$ cat config.mk
export PLATFORM = sky130hd
export DESIGN_NAME = cnn_layer_sequencer
export DESIGN_NICKNAME = d
export VERILOG_FILES = /design/src/rtl/cnn_pkg.sv /design/src/rtl/cnn_layer_sequencer_watchdog.sv /design/src/rtl/cnn_layer_sequencer.sv
export SDC_FILE = /design/constraint.sdc
export NUM_CORES = 1
export LEC_CHECK = 0
export ABC_AREA = 1
export ABC_CLOCK_PERIOD_IN_PS = 2100
export CAP_MARGIN = 20
export CORE_ASPECT_RATIO = 1.2
export CORE_MARGIN = 2
export CORE_UTILIZATION = 45
export DETAILED_ROUTE_END_ITERATION = 10
export PLACE_DENSITY = 0.66
export SYNTH_ARGS = -nofsm -noshare
export SYNTH_HDL_FRONTEND = slang
export SYNTH_HIERARCHICAL = 1
export SYNTH_SLANG_ARGS = --single-unit
export TNS_END_PERCENT = 50
$ cat constraint.sdc
create_clock -name clk -period 2.1 [get_ports clk]
set_input_delay 0.315 -clock clk [delete_from_list [all_inputs] [get_ports clk]]
set_output_delay 0.315 -clock clk [all_outputs]
set_load 0.005 [all_outputs]
$ cat src/rtl/cnn_pkg.sv
// Shared types and constants for the CNN layer sequencer.
// Provides the sequencer state enum and the layer index map.
package cnn_pkg;

  typedef enum logic [2:0] {
    IDLE,
    START,
    WAIT,
    RESULT,
    ERROR
  } seq_state_t;

  localparam int NUM_LAYERS = 5;

  localparam int L_CONV1 = 0;
  localparam int L_POOL1 = 1;
  localparam int L_CONV2 = 2;
  localparam int L_POOL2 = 3;
  localparam int L_DENSE = 4;

endpackage

$ cat src/rtl/cnn_layer_sequencer_watchdog.sv
// Per-stage watchdog: counts enabled cycles since the last clear.
// Ports: clk, reset (async, high), clear, enable, expired.
module stage_watchdog #(
  parameter int TIMEOUT_CYCLES = 20000
) (
  input  logic clk,
  input  logic reset,
  input  logic clear,
  input  logic enable,
  output logic expired
);

  localparam int TW = $clog2(TIMEOUT_CYCLES + 1);
  localparam logic [TW-1:0] LIMIT = TW'(TIMEOUT_CYCLES - 1);

  logic [TW-1:0] timer;

  always_ff @(posedge clk or posedge reset) begin
    if (reset) begin
      timer <= '0;
    end else if (clear) begin
      timer <= '0;
    end else if (enable) begin
      timer <= timer + 1'b1;
    end
  end

  // Fires on the last permitted wait cycle; the FSM
  // leaves WAIT on it, so the timer never wraps.
  assign expired = enable && (timer == LIMIT);

endmodule

$ cat src/rtl/cnn_layer_sequencer.sv
// Sequences the CNN layer engines for one frame with watchdog/abort.
// Ports: frame handshake, stage start/done, result handshake, status.
module cnn_layer_sequencer
  import cnn_pkg::*;
#(
  parameter int NUM_STAGES     = NUM_LAYERS,
  parameter int TIMEOUT_CYCLES = 20000,
  parameter int CNT_W          = 32
) (
  input  logic                          clk,
  input  logic                          reset,
  input  logic                          frame_valid,
  output logic                          frame_ready,
  output logic [NUM_STAGES-1:0]         stage_start,
  input  logic [NUM_STAGES-1:0]         stage_done,
  output logic                          result_valid,
  input  logic                          result_ready,
  input  logic                          abort,
  output logic                          busy,
  output logic [$clog2(NUM_STAGES)-1:0] cur_stage,
  output logic                          error,
  output logic [$clog2(NUM_STAGES)-1:0] err_stage,
  output logic [CNT_W-1:0]              last_frame_cycles
);

  localparam int SW = $clog2(NUM_STAGES);
  localparam logic [SW-1:0] FIRST = SW'(L_CONV1);
  localparam logic [SW-1:0] LAST  = SW'(NUM_STAGES - 1);

  seq_state_t     state;
  logic [CNT_W-1:0] frame_cnt;
  logic [CNT_W-1:0] frame_inc;
  logic           done_cur;
  logic           wd_clear;
  logic           wd_en;
  logic           wd_expired;

  assign frame_inc = (frame_cnt == '1) ? frame_cnt
                                       : frame_cnt + 1'b1;

  assign done_cur = stage_done[cur_stage];

  assign wd_clear = abort || (state == START);
  assign wd_en    = !abort && (state == WAIT);

  stage_watchdog #(
    .TIMEOUT_CYCLES(TIMEOUT_CYCLES)
  ) u_wd (
    .clk    (clk),
    .reset  (reset),
    .clear  (wd_clear),
    .enable (wd_en),
    .expired(wd_expired)
  );

  assign frame_ready  = (state == IDLE);
  assign busy         = (state != IDLE);
  assign result_valid = (state == RESULT);

  // Abort cuts a start pulse in the same cycle so the
  // engine never launches on a frame being discarded.
  always_comb begin
    stage_start = '0;
    if (state == START && !abort) begin
      stage_start[cur_stage] = 1'b1;
    end
  end

  always_ff @(posedge clk or posedge reset) begin
    if (reset) begin
      state             <= IDLE;
      cur_stage         <= FIRST;
      error             <= 1'b0;
      err_stage         <= '0;
      last_frame_cycles <= '0;
      frame_cnt         <= '0;
    end else if (abort) begin
      state     <= IDLE;
      cur_stage <= FIRST;
      error     <= 1'b0;
      err_stage <= '0;
    end else begin
      unique case (state)
        IDLE: begin
          if (frame_valid) begin
            cur_stage <= FIRST;
            frame_cnt <= '0;
            state     <= START;
          end
        end
        START: begin
          frame_cnt <= frame_inc;
          state     <= WAIT;
        end
        WAIT: begin
          frame_cnt <= frame_inc;
          if (done_cur) begin
            if (cur_stage == LAST) begin
              last_frame_cycles <= frame_inc;
              state             <= RESULT;
            end else begin
              cur_stage <= cur_stage + 1'b1;
              state     <= START;
            end
          end else if (wd_expired) begin
            error     <= 1'b1;
            err_stage <= cur_stage;
            state     <= ERROR;
          end
        end
        RESULT: begin
          if (result_ready) begin
            state <= IDLE;
          end
        end
        ERROR: begin
          state <= ERROR;
        end
        default: begin
          state <= IDLE;
        end
      endcase
    end
  end

endmodule

==> metrics.yaml, run 1 <==
grt_busiest_layer: "met2"
grtUsageMet2_pct: 42.3
clock_latency_ns: 0.34
dp_hpwl_mm: 10.0
core_area_mm2: 0.0116
p_leak_nw: 3.20
firstDrtPassIters: 4
antenna_cells: 0
ys_ff_latch: 89
fmax_mhz: 485
rr_endpoint: "error"
power_density_mw_per_mm2: 666
ys_seq_area_share_pct: 41.6
postLayoutSetupSlackWorst_ns: 0.0394
crit_path_start: "state[2]"
cap_violations: 0
grt_use_met1_pct: 26.1
setup_tns_ns: 0
routed_wl_mm: 13.2
syn2layout_area_growth_pct: 21.6
num_io_pins: 57
rsz0062_at_grt: "true"
final.period_utilization_pct: 98.1
crit_path_start_kind: "flop"
r2r_slack_ns: 0.20
avgSynthCellArea_um2: 7.32
num-fill-cells: 1113
drt_iter0_drc: 222
ff2ff_path_depth: 12
grt_pass1_vias: 4773
synth_nets: 747
cts_tree: "done"
overflow: 0
dieArea_mm2: 0.0128
async_flop_share_pct: 100
cts-buffers-inserted: 9
crit_type: "reg2out"
vias: 4756
place.gp.congestion: 0.915
fin_cells: 965
max_slew.worst_pin.slew_ns: 0.579
cts.sinks: 89
r2r-start: "state[0]"
hold_class: "in2async"
start_util_pct: 46.3
syn_inst: 732
drt-vias-per-instance: 4.93
antenna_found_initial: 0
io_buffer_count: 56
die_w_um: 104
synth_cell_types: 33
setup_viol: 0
dp_cells: 949
power.share.combinational_pct: 22.8
worst-path-max-fanout: 4
clockPowerShare_pct: 35.2
cts_buffer_depth: 2
grt_max_degree: 75
htreeDepth: 3
seq_power_share_pct: 42.0
finalHoldViolCount: 0
grtUsageMet3_pct: 3.00
synth_area_mm2: 0.00536
ys_warn_count: 6
drive_gt1_share_pct: 15.6
period_minus_slack_ns: 2.06
fin_skew_ns: 0.00726
max_slew_margin_pct: 61.4
die_y_um: 124
drc_errors: 0
endpoint_kind: "primary output"
net-switching-power_mw: 1.35
grt_pass1_wl_mm: 22.9
rows: 43
gr-usage-all-layers_pct: 22.3
drv_slew: 0
root_buffer: "clkbuf_16"
drt-wirelength-per-cell_um: 13.7
antenna_left: 0
dp_slack_ns: -0.116
critPathCapture: "result_valid"
clkSlewWorstSetupHoldPaths_ns: 0.06
intPower_mw: 2.99
netSwitchingFraction_pct: 31.2
synth-edff-count: 0
cts_setup_buffers: 0
status: "finished, final reports clean"
cp.arrival_ns: 1.75
nNetsFinal: 818
max-vdd-ir-drop_mv: 0.364
synth_ff_type: "dfrtp_1"
required_ns: 1.78
synthesized netlist by cell type (all sizes together), types with 4 or more instances:
library cell,number,area [um^2]
nor4,6,37.5
nand2,332,1280
a21oi,7,46.3
inv,56,215
buf,19,139
nand3b,15,116
nor2,97,437
o21ai,36,248
nor3,7,35.0
o21bai,4,30.0
nand3,50,418
dfrtp,89,2230
ha,5,62.6
metal layers:
layer,share of wire [%],wire length [um],up-vias
li1,-,-,2436
met1,42,5560,2217
met2,53,6950,85
met3,3.0,390,18
met4,2.3,310,0
met5,0,0,-
metrics by stage:
step	hold WS (ns)	util, %	total power [mW]	cell area, um^2
2_1_floorplan	0.216	-	2.46	5360
3_3_place_gp	0.461	53.7	2.82	6210
3_5_place_dp	0.465	53.7	2.83	6210
4_1_cts	0.437	56.3	4.40	6510
5_1_grt	0.467	56.3	4.58	6510
6_report	0.419	56.3	4.34	6510
power groups by stage:
| stage | Sequential [mW] | Clock (mW) | Combinational (mW) |
|---|---|---|---|
| 5_1_grt | 1.83 | 1.65 | 1.10 |
| 2_1_floorplan | 1.84 | 0 | 0.623 |
| 4_1_cts | 1.82 | 1.58 | 0.998 |
| 6_report | 1.82 | 1.53 | 0.990 |
| 3_3_place_gp | 1.84 | 0 | 0.975 |
| 3_5_place_dp | 1.84 | 0 | 0.983 |
cell families after synthesis:
logic type / count (synthesis) / synth area share (%)
flops: 89 / 41.6
simple gates: 511 / 43.8
buf+inv: 75 / 6.61
xor+xnor: 4 / 0.654
fa+ha+maj: 5 / 1.17
compound gates: 48 / 6.17
state kept, by name (all words and copies together), names as in the netlist:
| signal | cells |
|---|---|
| frame_cnt | 32 |
| last_frame_cycles | 32 |
| cur_stage | 3 |
| state | 3 |
| u_wd/timer | 15 |
| err_stage | 3 |
| error | 1 |
worst max-delay path, cell delays in order (launching register included):
cell and delay [ns]:
dfrtp_1 0.43, buf_4 0.17, nor3_1 0.26, clkdlybuf4s50_1 0.55
cell type report:
| cell class | count | area [um^2] | area share (%) |
|---|---|---|---|
| inverters | 56 | 219 | 3.36 |
| flip-flops and latches | 89 | 2230 | 34.2 |
| multi-input cells | 568 | 2800 | 42.9 |
| well taps | 157 | 196 | 3.02 |
| repair buffers | 79 | 790 | 12.1 |
| clock buffers | 13 | 260 | 4.00 |
| clock inverters | 3 | 23.8 | 0.365 |
repair_timing:
action,in CTS,in global routing
endpoints found under the setup margin,5,6
gates resized for setup,9,4
hold buffers,0,0
hold endpoints to repair,0,0
worst min-delay path by stage:
stage / from / to / cells after the start
2_1_floorplan: reset / u_wd/timer[0] / 1
3_3_place_gp: last_frame_cycles[13] / last_frame_cycles[13] / 2
3_5_place_dp: last_frame_cycles[7] / last_frame_cycles[7] / 2
4_1_cts: reset / u_wd/timer[10] / 2
5_1_grt: reset / u_wd/timer[14] / 2
6_report: reset / u_wd/timer[10] / 2
cells in the final DEF, fill, tap and decap left out, types with 3 or more instances in the layout:
master,count
a21oi_1,6
buf_12,5
buf_4,18
clkbuf_16,9
clkdlybuf4s50_1,51
clkinvlp_4,3
dfrtp_1,88
dlygate4sd2_1,5
ha_1,5
inv_1,48
inv_2,5
nand2_1,322
nand2_2,8
nand3_1,18
nand3_2,31
nand3b_1,14
nand4_1,3
nor2_1,81
nor2_2,9
nor2_4,7
nor3_1,6
nor4_1,6
o21ai_0,14
o21ai_1,3
o21ai_2,19
o21bai_1,4
Note: power is estimated with default switching activity, not from simulation.
==> run 2: changes to the inputs <==
--- a/config.mk
+++ b/config.mk
@@ -10,9 +10,9 @@
 export CAP_MARGIN = 20
 export CORE_ASPECT_RATIO = 1.2
 export CORE_MARGIN = 2
-export CORE_UTILIZATION = 45
+export CORE_UTILIZATION = 52
 export DETAILED_ROUTE_END_ITERATION = 10
-export PLACE_DENSITY = 0.66
+export PLACE_DENSITY = 0.75
 export SYNTH_ARGS = -nofsm -noshare
 export SYNTH_HDL_FRONTEND = slang
 export SYNTH_HIERARCHICAL = 1
==> run 2 against run 1 <==
  * Fmax is 2.5% higher
  * Hold slack better by 0.00073 ns
  * Critical path depth stayed put
  * Non-clock buffer count is 1 lower
  * Critical path type unchanged
  * Largest power group unchanged
  * Highest routed layer unchanged
==> metrics.yaml, run 2 (synthesized netlist as in run 1, its figures left out) <==
vias: 4822  # +1.4%
nNetsFinal: 817  # -0.12%
cts-buffers-inserted: 9  # unchanged
power_density_mw_per_mm2: 676  # +1.5%
clkSlewWorstSetupHoldPaths_ns: 0.06  # about the same
die_w_um: 96.7  # -6.7%
finalHoldViolCount: 0  # unchanged
drt-wirelength-per-cell_um: 13.9  # +1.5%
cts_tree: "done"
top_regs: "frame_cnt x32, last_frame_cycles x32, u_wd/timer x15"
layout_common_cells: "nand2_1 (322), dfrtp_1 (88), nor2_1 (80)"
max_slew.worst_pin.slew_ns: 0.578  # -0.00155 ns
dp_cells: 917  # -3.4%
required_ns: 1.78  # about the same
core_area_mm2: 0.0100  # -13%
period_minus_slack_ns: 2.01  # -0.0496 ns
antenna_cells: 0  # unchanged
fin_skew_ns: 0.00717  # -0.0000887 ns
firstDrtPassIters: 4  # unchanged
crit_path_start_kind: "flop"
final.period_utilization_pct: 95.8  # -2.4 points
grt_use_met1_pct: 28.4  # +2.2 points
setup_viol: 0  # unchanged
status: "finished, final reports clean"
mostFrequentLayoutCell: "nand2_1"
endpoint_kind: "primary output"
routed_wl_mm: 12.9  # -2.1%
grtUsageMet3_pct: 4.74  # +1.7 points
die_y_um: 115  # -6.7%
total_power_mw: 4.38  # +0.90%
holdWs_ns: 0.420  # +0.000726 ns
rows: 40  # -7.0%
grtUsageMet2_pct: 44.1  # +1.8 points
hold_buffers: 0  # unchanged
cts_setup_buffers: 0  # unchanged
num-fill-cells: 889  # -20%
worstPathCellList: "buf_4 -> nor3_2 -> clkdlybuf4s50_1"
p_leak_nw: 3.20  # about the same
root_buffer: "clkbuf_16"
antenna_left: 0  # unchanged
overflow: 0  # unchanged
max_slew_margin_pct: 61.5  # +0.10 points
drt-vias-per-instance: 5.18  # +5.1%
place.gp.congestion: 0.955  # +4.3%
crit_path_start: "state[2]"
clock_latency_ns: 0.34  # about the same
io_buffer_count: 56  # unchanged
worst-path-max-fanout: 4  # unchanged
crit_type: "reg2out"
path_buf_inv: 2  # unchanged
cts_buffer_depth: 2  # unchanged
drv_slew: 0  # unchanged
antenna_found_initial: 0  # unchanged
htreeDepth: 3  # unchanged
grt_pass1_wl_mm: 22.1  # -3.5%
fin_cells: 931  # -3.5%
grt_busiest_layer: "met2"
num_io_pins: 57  # unchanged
dieArea_mm2: 0.0111  # -13%
gr-usage-all-layers_pct: 24.4  # +2.0 points
drive_gt1_share_pct: 15.7  # +0.058 points
start_util_pct: 53.5  # +7.2 points
slowest_delay_ns: 0.54  # about the same
dp_hpwl_mm: 9.73  # -3.1%
drt_iter0_drc: 281  # +27%
grt_max_degree: 75  # unchanged
cp.arrival_ns: 1.70  # -0.05 ns
max-vdd-ir-drop_mv: 0.540  # +48%
cts.sinks: 89  # unchanged
cap_violations: 0  # unchanged
fmax_mhz: 497  # +2.5%
drc_errors: 0  # unchanged
grt_pass1_vias: 4803  # +0.63%
hold_class: "in2async"
cp_slowest_cell: "clkdlybuf4s50_1"
cp_top_family: "buffers and inverters"
r2r-start: "state[0]"
syn2layout_area_growth_pct: 20.9
run 2: cell count changes in the layout (fill, tap and decap cells not counted), sizes merged:
cell / before / now
clkinvlp: 3 / 2
buf: 23 / 22
clkinv: 0 / 1
inv: 56 / 55
clkbuf: 13 / 11
bufinv: 0 / 1
run 2: final cells by class:
cell class / count / area [um^2] / share of cell area, %
clock inverter: 3 / 42.5 / 0.657
clock buffer: 11 / 243 / 3.75
inverter: 56 / 219 / 3.38
sequential: 89 / 2230 / 34.4
multi-input combinational: 568 / 2810 / 43.3
timing repair buffer: 78 / 782 / 12.1
tap: 126 / 158 / 2.43
run 2: worst paths after layout:
| path | slack [ns] | endpoint | depth (start not counted) |
|---|---|---|---|
| worst min-delay path | 0.42 | u_wd/timer[13] | 2 |
| worst max register to register | 0.22 | error | 12 |
| min in group clk | 0.48 | last_frame_cycles[9] | 2 |
| worst min register to register | 0.48 | last_frame_cycles[9] | 2 |
| worst max-delay path | 0.09 | result_valid | 3 |
| max in group asynchronous | 1.30 | u_wd/timer[7] | 2 |
run 2: through the flow:
step	util (%)	setup slack [ns]	TNS, ns	area (um^2)
after floorplan	-	-0.0225	-0.0225	5360
after global placement	61.6	-0.00922	-0.0334	6170
after detailed placement	61.6	-0.0962	-0.390	6170
after CTS	64.6	-0.00977	-0.00977	6470
after global routing	64.7	-0.00100	-0.00100	6480
final	64.7	0.0890	0	6480
run 2: where the power goes:
part           internal (mW)  leakage, nW  total (mW)  switching, mW
sequential              1.76         1.24        1.83         0.0678
clock                  0.939        0.137        1.58          0.641
combinational          0.339         1.82       0.971          0.631
total                   3.04         3.20        4.38           1.34
run 2: timing repair:
action / CTS / global route
gates resized for setup: 10 / 4
pin swaps: 1 / 0
hold endpoints to repair: 0 / 0
endpoints found under the setup margin: 5 / 5
run 2: layer usage:
metal / share of wire, % / routed length (um)
met5: 0 / 0
met1: 41 / 5270
met2: 53 / 6800
met3: 3.5 / 449
met4: 3.2 / 413
